==> config.mk <==
export PLATFORM = sky130hd
export DESIGN_NAME = spi_seq_arbiter
export DESIGN_NICKNAME = d
export VERILOG_FILES = /design/src/rtl/spi_seq_arbiter.sv
export SDC_FILE = /design/constraint.sdc
export NUM_CORES = 1
export LEC_CHECK = 0
export CAP_MARGIN = 30
export CORE_UTILIZATION = 40
export CTS_CLUSTER_DIAMETER = 150
export DETAILED_ROUTE_END_ITERATION = 6
export HOLD_SLACK_MARGIN = 0.02
export PLACE_DENSITY = 0.78
export SLEW_MARGIN = 20
export SYNTH_ARGS = -nofsm -noshare
export SYNTH_HDL_FRONTEND = slang
export SYNTH_SLANG_ARGS = --single-unit
==> constraint.sdc <==
create_clock -name clk_cpu -period 4.1 [get_ports clk_cpu]
set_input_delay 0.41 -clock clk_cpu [delete_from_list [all_inputs] [get_ports clk_cpu]]
set_output_delay 0.41 -clock clk_cpu [all_outputs]
set_load 0.1 [all_outputs]
==> src/rtl/spi_seq_arbiter.sv <==
// ============================================================================
// Module   : spi_seq_arbiter
// Brief    : Round-robin sequencer that shares one spi_master between two
//            requesters by programming its register file over the CPU bus.
//            Optional WAIT_IRQ timeout enabled by defining SPI_SEQ_TIMEOUT_EN.
// Revision : 1.0  initial release
// ============================================================================
`default_nettype none

module spi_seq_arbiter #(
  parameter logic [31:0] BASE_ADDR   = 32'h20,
  parameter int          TIMEOUT_CYC = 4096
) (
  input  logic        clk_cpu,
  input  logic        rst,

  input  logic        req0_valid,
  output logic        req0_ready,
  input  logic [7:0]  req0_div,
  input  logic [31:0] req0_wdata,
  input  logic [7:0]  req0_ctrl,
  output logic        req0_done,
  output logic [31:0] req0_rdata,
  output logic        req0_err,

  input  logic        req1_valid,
  output logic        req1_ready,
  input  logic [7:0]  req1_div,
  input  logic [31:0] req1_wdata,
  input  logic [7:0]  req1_ctrl,
  output logic        req1_done,
  output logic [31:0] req1_rdata,
  output logic        req1_err,

  output logic [31:0] spi_addr,
  output logic [31:0] spi_wdata,
  output logic [3:0]  spi_wstrb,
  output logic        spi_valid,
  output logic        spi_instr,
  input  logic        spi_ready,
  input  logic [31:0] spi_rdata,
  input  logic        spi_irq
);

  typedef enum logic [2:0] {
    S_IDLE     = 3'd0,
    S_WR_DIV   = 3'd1,
    S_WR_DATA  = 3'd2,
    S_WR_CFG   = 3'd3,
    S_WR_GO    = 3'd4,
    S_WAIT_IRQ = 3'd5,
    S_RD_DATA  = 3'd6,
    S_DONE     = 3'd7
  } state_t;

  state_t      state, state_n, after;
  logic        gap, gap_n;
  logic        owner;
  logic        last_grant;
  logic [7:0]  div_q, ctrl_q, last_div;
  logic [31:0] wdata_q;
  logic        div_known;
  logic        pick0, pick1, grant0, grant1;
  logic [7:0]  sel_div;
  logic        access, is_write, hs;
  logic [1:0]  addr_off;
  logic [31:0] bus_data;
  logic        timeout_hit;

  // last_grant = 1 means req1 was granted last, so req0 wins a tie
  assign pick0   = req0_valid && (!req1_valid || last_grant);
  assign pick1   = req1_valid && !pick0;
  assign sel_div = pick1 ? req1_div : req0_div;

  always_comb begin
    state_n  = state;
    gap_n    = gap;
    after    = S_IDLE;
    grant0   = 1'b0;
    grant1   = 1'b0;
    access   = 1'b0;
    is_write = 1'b1;
    addr_off = 2'd0;
    bus_data = 32'h0;
    case (state)
      S_IDLE: begin
        gap_n = 1'b0;
        if (pick0 || pick1) begin
          grant0  = pick0;
          grant1  = pick1;
          state_n = (div_known && sel_div == last_div) ? S_WR_DATA : S_WR_DIV;
        end
      end
      S_WR_DIV: begin
        access   = 1'b1;
        addr_off = 2'd0;
        bus_data = {24'h0, div_q};
        after    = S_WR_DATA;
      end
      S_WR_DATA: begin
        access   = 1'b1;
        addr_off = 2'd1;
        bus_data = wdata_q;
        after    = S_WR_CFG;
      end
      S_WR_CFG: begin
        access   = 1'b1;
        addr_off = 2'd3;
        bus_data = {23'h0, 1'b0, ctrl_q};
        after    = S_WR_GO;
      end
      S_WR_GO: begin
        access   = 1'b1;
        addr_off = 2'd3;
        bus_data = {23'h0, 1'b1, ctrl_q};
        after    = S_WAIT_IRQ;
      end
      S_WAIT_IRQ: begin
        if (spi_irq)          state_n = S_RD_DATA;
        else if (timeout_hit) state_n = S_DONE;
      end
      S_RD_DATA: begin
        access   = 1'b1;
        is_write = 1'b0;
        addr_off = 2'd2;
        after    = S_DONE;
      end
      S_DONE:  state_n = S_IDLE;
      default: state_n = S_IDLE;
    endcase

    // Each access state spends one cycle with valid low after its handshake
    if (access) begin
      if (gap) begin
        state_n = after;
        gap_n   = 1'b0;
      end else if (spi_ready) begin
        gap_n = 1'b1;
      end
    end

    spi_valid = access && !gap;
    hs        = spi_valid && spi_ready;
    spi_addr  = access ? (BASE_ADDR + {30'h0, addr_off}) : 32'h0;
    spi_wdata = (access && is_write) ? bus_data : 32'h0;
    spi_wstrb = (access && is_write) ? 4'b1111 : 4'b0000;
    spi_instr = 1'b0;
  end

  always_ff @(posedge clk_cpu) begin
    if (rst) begin
      state      <= S_IDLE;
      gap        <= 1'b0;
      owner      <= 1'b0;
      last_grant <= 1'b1;
      div_q      <= 8'h0;
      ctrl_q     <= 8'h0;
      wdata_q    <= 32'h0;
      last_div   <= 8'h0;
      div_known  <= 1'b0;
      req0_ready <= 1'b0;
      req1_ready <= 1'b0;
      req0_rdata <= 32'h0;
      req1_rdata <= 32'h0;
    end else begin
      state      <= state_n;
      gap        <= gap_n;
      req0_ready <= grant0;
      req1_ready <= grant1;
      if (grant0 || grant1) begin
        owner      <= grant1;
        last_grant <= grant1;
        div_q      <= sel_div;
        wdata_q    <= grant1 ? req1_wdata : req0_wdata;
        ctrl_q     <= grant1 ? req1_ctrl  : req0_ctrl;
      end
      if (state == S_WR_DIV && hs) begin
        last_div  <= div_q;
        div_known <= 1'b1;
      end
      if (state == S_RD_DATA && hs) begin
        if (owner) req1_rdata <= spi_rdata;
        else       req0_rdata <= spi_rdata;
      end
      // A timed-out transfer leaves the divisor state of spi_master unknown
      if (timeout_hit) div_known <= 1'b0;
    end
  end

  assign req0_done = (state == S_DONE) && !owner;
  assign req1_done = (state == S_DONE) && owner;

`ifdef SPI_SEQ_TIMEOUT_EN
  localparam logic [15:0] TO_LAST = 16'(TIMEOUT_CYC - 1);

  logic [15:0] wait_cnt;
  logic        timed_out;

  assign timeout_hit = (state == S_WAIT_IRQ) && !spi_irq && (wait_cnt == TO_LAST);

  always_ff @(posedge clk_cpu) begin
    if (rst) begin
      wait_cnt  <= 16'h0;
      timed_out <= 1'b0;
    end else begin
      wait_cnt <= (state == S_WAIT_IRQ) ? wait_cnt + 16'd1 : 16'h0;
      if (grant0 || grant1) timed_out <= 1'b0;
      if (timeout_hit)      timed_out <= 1'b1;
    end
  end

  assign req0_err = req0_done && timed_out;
  assign req1_err = req1_done && timed_out;
`else
  logic unused_timeout;

  assign unused_timeout = |TIMEOUT_CYC;
  assign timeout_hit    = 1'b0;
  assign req0_err       = 1'b0;
  assign req1_err       = 1'b0;
`endif

endmodule

`default_nettype wire
==> results.md, run 1 <==
* Peak per-stage delay on the critical path at about 1100 ps
* Final setup viols at 0
* CTS Buf Count at 17
* Post-synth top area cell: dfxtp_1
* Layout cells sized above 1 at between 10 and 15%
* Clk_skew at ~5.3 ps
* Fin. Hold Viols at 0
* Synthesized instance count at ~730
* WL per Instance at 15.9 um
* H-tree levels at 4
* Compound-cell area share of the yosys netlist at between 20% and 30%
* Largest net degree at the start of global routing at between 70 and 80
* Global-route wire length before repair at approximately 29 mm
* DRC viols at 0
* Prevailing post-synth register cell: dfxtp_1
* Mux share of post-synthesis cell area at 2.00%
* Static Leakage at about 3.1 nW
* Via-to-Cell Ratio at just over 5
* Number of max-cap violations at 0
* Post-route cell area at 8920 um^2
* Post-synth top cells: 197 x nand2_1, 129 x dfxtp_1, 109 x a21oi_1, 42 x buf_4
* Worst min path class: in -> reg
* Final max-slew violation count at 0
* Chip height at 125 um
* Root Driver: clkbuf_16
* RSZ-0062 raised after global routing: no
* Area Overhead vs Synth at 48.5%
* Warnings from Yosys at 0
* Syn Std Cell Area at 6010 um^2
* CP top delay family: buffers and inverters
* Ys async rst share at 0%
* Total GRT Usage at a little under a quarter
* I/O pin count at between 200 and 300
* CTS tree: yes
* Core ar. at around 15000 um^2
* CP endpoint kind: output port
* Status: finished clean
* Setup Total Neg Slack at 0 ps
* Placed cells at 1108
* Crit Path Class: reg -> out
* Mean Syn Cell Area at around 8.2 um^2
* FF+latch area at between 2000 and 3000 um^2
* Crit path DAT at approximately 2800 ps
* Seq/Total Area, Yosys at 43.0%
* Worst-margin pin slew at 1020 ps
* Clk Latency, worst-skew pair at 410 ps
* DR iter-0 viols at 349
* PortBufs at ~240
* CP max FO at 23
* Multi-input logic area at 2980 um^2
* Dpl cell area at 8320 um^2
* Vias after detailed routing at roughly 5800
* Tmin final at between 3000 and 4000 ps
* Most numerous cell in the Yosys netlist: nand2_1
* GRT Residual Overflow at 0
* Synth Area in XOR/XNOR at approximately 1.0%
* Tcrit/Tclk final at between 70% and 80%
* Total Wirelength at ~18 mm
* Die Width at 125 um
* Row cnt at 44
* Number of flops mapped to enable cells by yosys at 0
* Layout fillers at around 1300
* Unique masters post-synth at 43
* Post-synthesis simple-gate area fraction at about a fifth
* Antenna violations before repair at 0
* #FFs+latches synth at ~130
* Synth Area in Adders at 0%
* WP buf/inv at 3
* Clock Sink Count at 129
* Cts hold-fix bufs at 0
* Crit-path cells: inv_1 -> nor3_2 -> buf_4 -> and2_1 -> clkdlybuf4s50_1
* CTS-repair resized insts at 0
* Routed Antenna Nets at 0
* Rel. slew slack at about a third
* Final net count at roughly 1100
* CTS clk-pin slew, worst paths at approximately 50 ps
* Critical Path Slowest Stage Cell: clkdlybuf4s50_1
* Vias in the first global route at 5347
* Initial Util at between 40% and 50%
* Die Footprint at 15500 um^2
* Number of antenna diodes at 0
* CTS Buffer Depth at 2
* Post-CTS Setup Inserts at 0
* F_max at 317 MHz
* Peak supply drop at 269 uV
* Layout Cells excl Fill at roughly 1100
* PD cells at around 440 nW/um^2
* Gpl congestion at just over 0.8
* Crit path required time at 3690 ps
* Initial DRT Pass Iterations at 4
* Crit path launch type: flip-flop
* Top-area cell type share of the netlist area at 43.0%
* Detailed Place HPWL at around 12 mm
* Largest family of logic cells by synthesized area: compound AO/OA/AOI/OAI gates
* Synth top area cells: dfxtp_1 43%, nand2_1 12%, a21oi_1 9.1%
## cell families after synthesis
logic type,after synthesis
AOI/OAI and AO/OA,197
xor gates and xnor gates,7
buffers and inverters,100
DFF,129
muxes,12
other,1
and+or+nand+nor,285
## layout by cell type, fill, tap and decap left out, types with 3 or more instances in the layout
master           synthesis  routed
xor2_1                   3       3
mux2i_1                 12      12
dfxtp_1                129     129
a221o_1                  3       3
nand2b_1                 5       5
clkbuf_16                0      17
clkinv_2                 0       4
nor2_1                  29      27
bufinv_16                0       3
and2_1                  24      24
nor2b_1                  5       5
a22oi_1                  8       8
clkdlybuf4s50_1          0     220
clkbuf_1                30       3
buf_4                   42      33
o221ai_1                10      10
o21ai_0                 15      15
a21oi_1                109     109
o221ai_2                30      30
a311oi_1                 6       6
nand2_1                197     197
nand3_1                  4       4
conb_1                   1      32
xnor2_1                  4       4
nor3_1                  10       9
inv_1                    7       7
## report_power, final
part | internal (mW) | switching (mW) | total [mW]
clock network | 0.984 | 0.536 | 1.52
logic | 0.310 | 0.665 | 0.975
registers | 1.33 | 0.0607 | 1.39
total | 2.63 | 1.26 | 3.89
## layer usage
metal  wire length [um]  global-route usage, %
met5                  0                      0
met4                419                   8.86
met3                933                   4.73
met2               8720                   38.0
met1               8080                   29.1
## state kept, by name, summed over array words and instances, names as in the netlist
| signal | count |
|---|---|
| req0_ready | 1 |
| last_grant | 1 |
| req0_rdata | 32 |
| state | 3 |
| wdata_q | 32 |
| div_known | 1 |
| owner | 1 |
| gap | 1 |
| div_q | 8 |
| ctrl_q | 8 |
| last_div | 8 |
| req1_ready | 1 |
| req1_rdata | 32 |
## worst paths after layout
check | start | to | slack (ps) | depth (start not counted)
worst max-delay path | state[1] | spi_wdata[20] | 940 | 5
worst min-delay path | rst | last_div[7] | 410 | 2
worst max register to register | state[2] | wdata_q[15] | 1590 | 6
worst min register to register | req1_rdata[3] | req1_rdata[3] | 450 | 2
## stage by stage
stage               total power, mW  util (%)  hold WS (ps)  setup slack (ps)
finish                         3.89      61.2           406               944
detailed placement             2.39      57.1           445              1260
global route                   4.03      61.2           410               775
floorplan                      2.14         -           427               640
CTS                            3.91      61.2           392               898
global placement               2.37      56.7           439              1310
## final cells by class
cell class | instances | share of cell area (%)
multi-input combinational | 533 | 33.4
sequential | 129 | 28.9
timing repair buffer | 255 | 28.1
clock buffer | 22 | 5.20
tap | 184 | 2.58
clock inverter | 10 | 1.50
inverter | 7 | 0.294
Power figures use the tool's default switching activity.
==> run 2, diff against run 1 <==
Settings changed: CORE_UTILIZATION 40 to 38, PLACE_DENSITY 0.78 to 0.77.
Clock period 4.1 ns to 2.9 ns, I/O delays scaled along.
==> run 2 against run 1 <==
Compared with the run above:
- flip-flop and latch count did not move
- die area increased by 5.2%
- count of clock-buffer cells in the layout fell by 3
- register-to-register slack got worse by 740 ps
- setup slack got worse by 620 ps
- hold slack worse by 160 ps
- clock power up 45%
==> results.md, run 2 (synthesis gave the netlist of run 1 again) <==
* Status: finished clean (unchanged)
* Final WS setup at 321 ps (was 944 ps)
* Dpl cell area at 8330 um^2 (was 8320 um^2)
* Chip height at 128 um (was 125 um)
* PortBufs at 241 (unchanged)
* Most frequent cells in the layout: 197 x nand2_1, 132 x clkdlybuf4s50_1, 129 x dfxtp_1 (was 220 x clkdlybuf4s50_1, 197 x nand2_1, 129 x dfxtp_1)
* Reg2reg start: state[2] (unchanged)
* Detailed Place HPWL at 12.8 mm (was 12.4 mm)
* Post-route cell area at 8920 um^2 (about the same)
* Total Wirelength at 18.4 mm (was 18.1 mm)
* R2R Path End: ctrl_q[6] (was wdata_q[15])
* Pre-CTS setup slack at 554 ps (was 1260 ps)
* Worst r2r path cells at 5 (was 6)
* Crit path DAT at 2290 ps (was 2750 ps)
* CTS Buf Count at 17 (unchanged)
* Clk Latency, worst-skew pair at 410 ps (about the same)
* Die Width at 128 um (was 125 um)
* RSZ-0062 raised after global routing: no (unchanged)
* Top Registers: req0_rdata (32), req1_rdata (32), wdata_q (32) (unchanged)
* Rel. slew slack at 47.7% (was 31.7%)
* Number of max-cap violations at 0 (unchanged)
* Tmin final at ~2600 ps
* DRC viols at 0 (unchanged)
* Gpl congestion at 0.861 (was 0.827)
* Post-CTS Setup Inserts at 0 (unchanged)
* CTS-repair resized insts at 0 (unchanged)
* Reg2reg setup slack at 850 ps (was 1590 ps)
* Number of antenna diodes at 0 (unchanged)
* Fin. Hold Viols at 0 (unchanged)
* GR Util met1 at 27.9% (was 29.1%)
* GRT Residual Overflow at 0 (unchanged)
* Setup Total Neg Slack at 0 ps (unchanged)
* Final net count at 1077 (unchanged)
* F_max at 388 MHz
* Vias after detailed routing at 5856 (was 5796)
* Global-route wire length before repair at 28.5 mm (about the same)
* Utilization after layout at 58.3% (was 61.2%)
* WL per Instance at 15.8 um (was 15.9 um)
* Total GRT Usage at 22.4% (was 22.9%)
* PD cells at 630 nW/um^2 (was 436 nW/um^2)
* Pwr Total at 5.62 mW (was 3.89 mW)
* Worst-margin pin slew at 781 ps (was 1020 ps)
* Peak supply drop at 423 uV (was 269 uV)
* Busiest grt layer: met2 (unchanged)
* Clock Sink Count at 129 (unchanged)
* GR met2 Demand/Resource at 36.7% (was 38.0%)
* Leading cell type in the layout, fill and taps excluded: nand2_1 (was clkdlybuf4s50_1)
* CTS clk-pin slew, worst paths at 50 ps (about the same)
* Final setup viols at 0 (unchanged)
* Vias in the first global route at 5409 (was 5347)
* CP endpoint kind: output port (unchanged)
* Worst Min Path Start: rst (unchanged)
* Tcrit/Tclk final at 88.9%
* Crit Path Class: reg -> out (unchanged)
* Row cnt at 45 (was 44)
* CP max FO at 16 (was 23)
* Initial DRT Pass Iterations at 5 (was 4)
* Antenna violations before repair at 0 (unchanged)
* Root Driver: clkbuf_16 (unchanged)
* I/O pin count at 274 (unchanged)
* DR iter-0 viols at 380 (was 349)
* Clk_skew at 6.77 ps (was 5.26 ps)
* Die Footprint at 16300 um^2 (was 15500 um^2)
* Via-to-Cell Ratio at 5.02 (was 5.08)
* Static Leakage at 3.37 nW (was 3.13 nW)
* Layout cells sized above 1 at 20.5% (was 11.2%)
* Cts hold-fix bufs at 0 (unchanged)
* Worst Hold Endpoint: div_known (was last_div[7])
* Final max-slew violation count at 0 (unchanged)
* Core ar. at 15300 um^2 (was 14600 um^2)
* CTS tree: yes (unchanged)
* Hold path depth at 2 (unchanged)
* Crit path required time at 2610 ps (was 3690 ps)
* Worst min path class: in -> reg (unchanged)
* Met3 global-route usage at 6.22% (was 4.73%)
* Crit path launch type: flip-flop (unchanged)
* CTS Buffer Depth at 2 (unchanged)
* Initial Util at 39.2% (was 41.2%)
* Area Overhead vs Synth at 48.5% (about the same)
* H-tree levels at 4 (unchanged)
* Routed Antenna Nets at 0 (unchanged)
* Largest net degree at the start of global routing at 65 (was 72)
-- run 2: cell type report --
type,count,area [um^2]
Clock inverter,12,166
Tap cell,211,264
Timing Repair Buffer,255,2460
Clock buffer,19,433
Multi-Input combinational cell,533,2990
Sequential cell,129,2580
Inverter,7,26.3
Fill cell,1367,6390
-- run 2: per-stage QoR --
stage	std cells	hold WS, ps
floorplan	762	426
global placement	1134	435
detailed placement	1135	439
CTS	1166	227
global route	1166	241
finish	1166	242
-- run 2: worst max path at each step --
stage,start,end,slack (ps),cells past startpoint
2_1_floorplan,state[2],spi_addr[1],-20,3
3_3_place_gp,req0_valid,div_q[5],570,5
3_5_place_dp,req0_valid,div_q[0],550,5
4_1_cts,state[0],spi_wdata[7],310,5
5_1_grt,state[0],spi_wdata[3],140,4
6_report,state[0],spi_wdata[7],320,5
-- run 2: report_power, final --
part | total (mW) | switching [mW] | internal, mW | leakage [nW]
logic | 1.45 | 0.953 | 0.501 | 2.02
clock network | 2.20 | 0.776 | 1.42 | 0.296
registers | 1.97 | 0.0836 | 1.88 | 1.05
total | 5.62 | 1.81 | 3.81 | 3.37
-- run 2: per-layer routing --
metal / wire [um] / vias up
li1: - / 2865
met1: 7780 / 2732
met2: 8790 / 229
met3: 1310 / 30
met4: 514 / 0
met5: 0 / -
-- run 2: worst max-delay path: stages (launching register included) --
cell and delay [ps]:
dfxtp_1 610, nand2_1 190, o21ai_1 550, nand2_1 130, o21ai_1 180, buf_12 210
==> run 3, diff against run 2 <==
Settings changed: SKIP_CTS_REPAIR_TIMING set to 1.
==> results of run 3 <==
Final layout, timing and power as in run 2 (identical DEF).
